## src/rtl/id_exe_pipe_reg.sv

```systemverilog
// Elastic ID/EXE pipeline register: valid/ready handshake, optional skid entry,
// synchronous flush and a saturating stall-cycle counter.
module id_exe_pipe_reg #(
  parameter int unsigned WORD_LEN          = 16,
  parameter int unsigned REG_FILE_ADDR_LEN = 3,
  parameter int unsigned EXE_CMD_LEN       = 4,
  parameter int unsigned INSTR_LEN         = 16,
  parameter int unsigned SKID              = 1,
  parameter int unsigned CNT_W             = 8
) (
  input  logic                         clk,
  input  logic                         rst,
  input  logic                         in_valid,
  output logic                         in_ready,
  input  logic                         flush,
  input  logic [3:0]                   ctrl_in,
  input  logic [EXE_CMD_LEN-1:0]       exe_cmd_in,
  input  logic [REG_FILE_ADDR_LEN-1:0] dest_in,
  input  logic [REG_FILE_ADDR_LEN-1:0] src1_in,
  input  logic [REG_FILE_ADDR_LEN-1:0] src2_in,
  input  logic [WORD_LEN-1:0]          st_value_in,
  input  logic [WORD_LEN-1:0]          val1_in,
  input  logic [WORD_LEN-1:0]          val2_in,
  input  logic [WORD_LEN-1:0]          pc_in,
  input  logic [INSTR_LEN-1:0]         instr_in,
  output logic                         out_valid,
  input  logic                         out_ready,
  output logic [3:0]                   ctrl_out,
  output logic [EXE_CMD_LEN-1:0]       exe_cmd_out,
  output logic [REG_FILE_ADDR_LEN-1:0] dest_out,
  output logic [REG_FILE_ADDR_LEN-1:0] src1_out,
  output logic [REG_FILE_ADDR_LEN-1:0] src2_out,
  output logic [WORD_LEN-1:0]          st_value_out,
  output logic [WORD_LEN-1:0]          val1_out,
  output logic [WORD_LEN-1:0]          val2_out,
  output logic [WORD_LEN-1:0]          pc_out,
  output logic [INSTR_LEN-1:0]         instr_out,
  output logic [CNT_W-1:0]             stall_cnt
);

  localparam int unsigned SlotW = 4 + EXE_CMD_LEN + 3 * REG_FILE_ADDR_LEN + 4 * WORD_LEN +
                                  INSTR_LEN;

  logic [SlotW-1:0] in_slot;
  logic [SlotW-1:0] main_q, main_d;
  logic [SlotW-1:0] skid_q, skid_d;
  logic             main_v_q, main_v_d;
  logic             skid_v_q, skid_v_d;
  logic [CNT_W-1:0] stall_q, stall_d;
  logic [3:0]       ctrl_raw;
  logic             accept;
  logic             issue;

  assign in_slot = {ctrl_in, exe_cmd_in, dest_in, src1_in, src2_in,
                    st_value_in, val1_in, val2_in, pc_in, instr_in};

  assign {ctrl_raw, exe_cmd_out, dest_out, src1_out, src2_out,
          st_value_out, val1_out, val2_out, pc_out, instr_out} = main_q;

  // A bubble must never carry live control enables into EXE.
  assign ctrl_out  = ctrl_raw & {4{main_v_q}};
  assign out_valid = main_v_q;
  assign stall_cnt = stall_q;

  assign in_ready = (SKID != 0) ? !skid_v_q : (!main_v_q || out_ready);
  assign accept   = in_valid && in_ready;
  assign issue    = main_v_q && out_ready;

  always_comb begin
    main_v_d = main_v_q;
    skid_v_d = skid_v_q;
    main_d   = main_q;
    skid_d   = skid_q;
    if (flush) begin
      main_v_d = 1'b0;
      skid_v_d = 1'b0;
    end else if (SKID != 0) begin
      case ({main_v_q, skid_v_q})
        2'b00: begin
          if (accept) begin
            main_v_d = 1'b1;
            main_d   = in_slot;
          end
        end
        2'b10: begin
          if (accept && issue) begin
            main_d = in_slot;
          end else if (accept) begin
            skid_v_d = 1'b1;
            skid_d   = in_slot;
          end else if (issue) begin
            main_v_d = 1'b0;
          end
        end
        2'b11: begin
          if (issue) begin
            main_d   = skid_q;
            skid_v_d = 1'b0;
          end
        end
        default: begin
          // Skid without main is unreachable; drop the stray flag.
          skid_v_d = 1'b0;
        end
      endcase
    end else begin
      if (accept) begin
        main_v_d = 1'b1;
        main_d   = in_slot;
      end else if (issue) begin
        main_v_d = 1'b0;
      end
    end
  end

  always_comb begin
    stall_d = stall_q;
    if (main_v_q && !out_ready && (stall_q != {CNT_W{1'b1}})) begin
      stall_d = stall_q + {{(CNT_W-1){1'b0}}, 1'b1};
    end
  end

  always_ff @(posedge clk) begin
    if (!rst) begin
      main_q   <= '0;
      skid_q   <= '0;
      main_v_q <= 1'b0;
      skid_v_q <= 1'b0;
      stall_q  <= '0;
    end else begin
      main_q   <= main_d;
      skid_q   <= skid_d;
      main_v_q <= main_v_d;
      skid_v_q <= skid_v_d;
      stall_q  <= stall_d;
    end
  end

endmodule

```

## config.mk

```make
export PLATFORM = sky130hd
export DESIGN_NAME = id_exe_pipe_reg
export DESIGN_NICKNAME = d
export VERILOG_FILES = /design/src/rtl/id_exe_pipe_reg.sv
export SDC_FILE = /design/constraint.sdc
export NUM_CORES = 1
export LEC_CHECK = 0
export ABC_AREA = 1
export CORE_MARGIN = 1.5
export CORE_UTILIZATION = 35
export CTS_CLUSTER_SIZE = 24
export DETAILED_ROUTE_END_ITERATION = 6
export SLEW_MARGIN = 20
export SYNTH_ARGS = -nofsm -noshare
export SYNTH_HDL_FRONTEND = slang
export SYNTH_SLANG_ARGS = --single-unit
```

## constraint.sdc

```tcl
create_clock -name clk -period 1.66 [get_ports clk]
set_input_delay 0.498 -clock clk [delete_from_list [all_inputs] [get_ports clk]]
set_output_delay 0.498 -clock clk [all_outputs]
set_load 0.01 [all_outputs]
```

Yosys cells after proc, flatten, opt, wreduce, memory -nomap -nowiden
Cells that the tools add are included.
{ "word_totals": {"regBits": 204, "latchBits": 0, "ramBits": 0, "rom_bits": 0, "inputBits": 102, "memories": 0} }
{ "classes": {"n_addsub": 1, "mul": 0, "div_mod_pow": 0, "n_lt_le_gt_ge": 0, "eq_ne": 10, "n_shift": 0, "n_mux": 11, "bitwise_logic": 5, "reduce_logical": 15} }
{ "op_table": {"columns": ["op", "count"], "rows": [
  ["$mux W97", 3],
  ["$pmux W97 S3", 1],
  ["$ne A2 B2 Y1 const B", 7],
  ["$reduce_and A5 Y1", 2],
  ["$add A8 B1 Y8 const B", 1],
  ["$ne A8 B8 Y1 const B", 1],
  ["$reduce_and A4 Y1", 2],
  ["$logic_and A1 B1 Y1", 5],
  ["$mux W1", 5],
  ["$and A4 B4 Y4", 1],
  ["$eq A2 B2 Y1 const B", 2],
  ["$not A1 Y1", 4],
  ["$pmux W1 S3", 1],
  ["$reduce_bool A3 Y1", 1],
  ["$logic_not A1 Y1", 2],
  ["$logic_not A2 Y1", 1],
  ["$pmux W1 S2", 1],
  ["$reduce_bool A2 Y1", 1],
  ["$reduce_or A2 Y1", 1]
]} }

Depth between registers and ports, before layout
{ "depth": {"ltp_word": 5, "mapped_depth": 9} }

Worst setup path after synthesis
OpenSTA, ideal clock, no wires.
{ "synth_path": {"kind": "register to output", "startpoint": "register main_v_q (netlist: out_valid)", "endpoint": "output ctrl_out[0]", "arrival_ns": 1.151, "required_ns": 1.162, "slack_ns": 0.011, "stages_incl_launch_ff": 5, "path_buffers": 2, "path_cell_list": "dfxtp_1 clkbuf_1 clkbuf_1 nand2_1 inv_1"} }
{ "synth_between": {"elab_chain_cells": 1} }
{ "synth_rtl": {"columns": ["item", "line", "rtl"], "rows": [
  ["start: declaration", "47", "logic main_v_q, main_v_d;"],
  ["start signal: assignment", "133", "main_v_q <= main_v_d;"],
  ["$and A4 B4 Y4", "61", "assign ctrl_out = ctrl_raw & {4{main_v_q}};"],
  ["end: declaration", "28", "output logic [3:0] ctrl_out,"]
]} }
No other way between the ends.

Worst setup path after layout
Same ends and word-level chain as after synthesis.

==> results.cfg <==
[status]
status = finished with violations
violations = negative setup slack

[global_routing]
grt_pass1_wl_um = 46770
overflow = 0
antenna_found_initial = 1
grt.total_usage_pct = 20.05
grt_pass1_vias = 8724
grt_max_degree = 66

[timing]
holdWs_ns = 0.4578
setup_viol = 4
max_freq_mhz = 587.3
slew_viol_final = 0
hold_violations = 0
period_minus_slack_ns = 1.703
skew_ns = 0.009859
rsz0062_at_grt = true
finalSetupTns_ns = -0.1406
relSlewSlack_pct = 68.99
tightest_slew_ns = 0.4652
worst_slack_ns = -0.04278
period_share_pct = 102.6

[floorplanning]
std_cell_rows = 60
chipHeight_um = 167.9
die_x_um = 167.9
dieArea_sq_um = 28200
coreArea_sq_um = 26800
start_util_pct = 35.53
io_pins = 209

[final_layout]
drive_above_1_share_pct = 10.83
finalNonFillerCells = 1819
area.growth.synth_to_final_pct = 30.53
final_util_pct = 46.37
fin_area_sq_um = 12430
fill_cells = 2680
final_nets = 1562

[worst_setup_path]
crit_end = ctrl_out[0]
crit_fanout = 4
critical_path_class = flop to output pin
cp-start-kind = flop
timing.rr.start = out_valid
rr_endpoint = main_q[34]
cp-end-kind = output pin
worstSetupStartpoint = out_valid
cp.required_ns = 1.16
worst_r2r_path_depth = 8
r2r_slack_ns = 0.12
critPathArrivalTime_ns = 1.20

[power]
finalPower_mw = 11.94
vdd_drop_max_mv = 0.5716
pwr_density_cell_nw_per_um2 = 960.4
power.leakage_nw = 5.127

[yosys]
syn_area_sq_um = 9522
synth_cell_types = 20
avgSynthCellArea_sq_um = 6.950
ys_seq_area_share_pct = 42.89
syn_inst = 1370
post-synth-top-area-cell = dfxtp_1
synthFlopType = dfxtp_1
synthArstFlopShare_pct = 0
syn-num-nets = 1473
synth_edf_count = 0
yosys.area.top_type_share_pct = 42.89
ys_top_cells_by_area = dfxtp_1 (43%), nand2_1 (17%), nand3_1 (16%), a21oi_1 (10%), buf_4 (7.5%)
ys_warn_count = 0
synth_top_cells_by_count = nand2_1 (419), nand3_1 (297), dfxtp_1 (204)
ys_ff_latch = 204
yosysMostFrequentCell = nand2_1

[placed_design]
dp_cells = 1767
place_area_sq_um = 11670
place_ws_ns = -0.3927
hpwl_um = 17880
portBuffers = 208
gp_congestion = 0.8173

[job]
drv_cap = 0

[clock_tree]
cts_tree = done
cts-root-buf = clkbuf_16
clock_path_buffers = 3
clk_pin_slew_ns = 0.06
htreeDepth = 1
clock_sinks = 204
cts_buffers = 24
clk_latency_ns = 0.51

[min_path]
hold_path.class = flop to flop
hold_depth = 2

[routing]
vias = 9374
drt-initial-drc-count = 861
first_pass_iters = 5
vias_per_cell = 5.153
wirelength_um = 28580
drtAntennaViolNets = 0
post-route-drc-count = 0
avgRoutedWirePerCell_um = 15.71
[where the power goes]
| part | total [mW] | internal, mW | switching [mW] |
|---|---|---|---|
| sequential | 5.11 | 5.04 | 0.0765 |
| combinational | 1.34 | 0.620 | 0.716 |
| clock | 5.49 | 3.34 | 2.14 |
[worst max-delay path, cell delays in order (launching register included)]
cell and delay (ns):
dfxtp_4 0.36, buf_6 0.13, nand2_2 0.05, inv_2 0.03, buf_6 0.11
[repair_timing]
| action | in CTS | in global routing |
|---|---|---|
| setup endpoints to repair | 107 | 48 |
| hold buffers | 0 | 0 |
| resized for setup | 171 | 54 |
| setup buffers | 7 | 1 |
| cloned | 0 | 0 |
| endpoints found under the hold margin | 0 | 0 |
[registers in the layout (all words and copies together) (netlist names)]
register / count
skid_q: 97
out_valid: 1
stall_cnt: 8
skid_v_q: 1
main_q: 97
[how the worst min path moves through the flow]
stage                             to        from  slack [ns]
after floorplan           main_q[32]  main_q[32]        0.44
after global placement    main_q[38]  main_q[38]        0.45
after detailed placement  skid_q[31]  skid_q[31]        0.45
after CTS                 skid_q[31]  skid_q[31]        0.46
after global routing      main_q[18]  main_q[18]        0.47
final                     main_q[26]  main_q[26]        0.46
[layer usage]
metal  vias up  track usage, %  wire (um)
met3        46           4.560       2198
met5         -               0          0
met4         0           4.779        624
met2       305           31.41      12770
met1      4396           27.91      12990
li1       4627               -          -
[cell usage in the layout, fill, tap and decap left out, types with 2 or more instances in the layout]
cell type and instances:
nand2_1 412, nand3_1 297, a21oi_1 197, dfxtp_1 196, clkdlybuf4s50_1 101, dlygate4sd2_1 54
buf_4 33, buf_12 27, clkbuf_16 25, clkdlybuf4s15_1 24, clkbuf_2 19, nor2_1 13
inv_1 9, clkinv_2 9, buf_6 8, nand2_4 7, inv_2 6, dfxtp_2 5
nand4_1 4, o21ai_0 3, bufinv_16 3, clkbuf_8 3, dfxtp_4 3, clkdlybuf4s15_2 3
nand2_2 2, inv_6 2, nor3_1 2, clkbuf_1 2, buf_2 2
[logic make-up (layout without fill, tap and decap cells)]
| group | after synthesis | after routing | share of synthesized area [%] |
|---|---|---|---|
| XOR/XNOR | 1 | 1 | 0.09200 |
| AND/OR/NAND/NOR | 740 | 740 | 33.46 |
| AO/OA/AOI/OAI | 200 | 200 | 10.51 |
| flip-flops | 204 | 204 | 42.89 |
| buffers and inverters | 224 | 331 | 12.92 |
| adder cells (fa/ha/maj) | 1 | 1 | 0.1314 |
| other | 0 | 1 | 0 |
[cell type report]
| type | instances | area, sq um | area share, % |
|---|---|---|---|
| Antenna cell | 1 | 2.502 | 0.02013 |
| Clock buffer | 30 | 674.4 | 5.426 |
| Clock inverter | 14 | 151.4 | 1.218 |
| Inverter | 16 | 65.06 | 0.5235 |
| Multi-Input combinational cell | 942 | 4265 | 34.32 |
| Sequential cell | 204 | 4101 | 33.00 |
| Tap cell | 341 | 426.7 | 3.433 |
| Timing Repair Buffer | 271 | 2741 | 22.06 |
(Power assumes the default switching activity.)
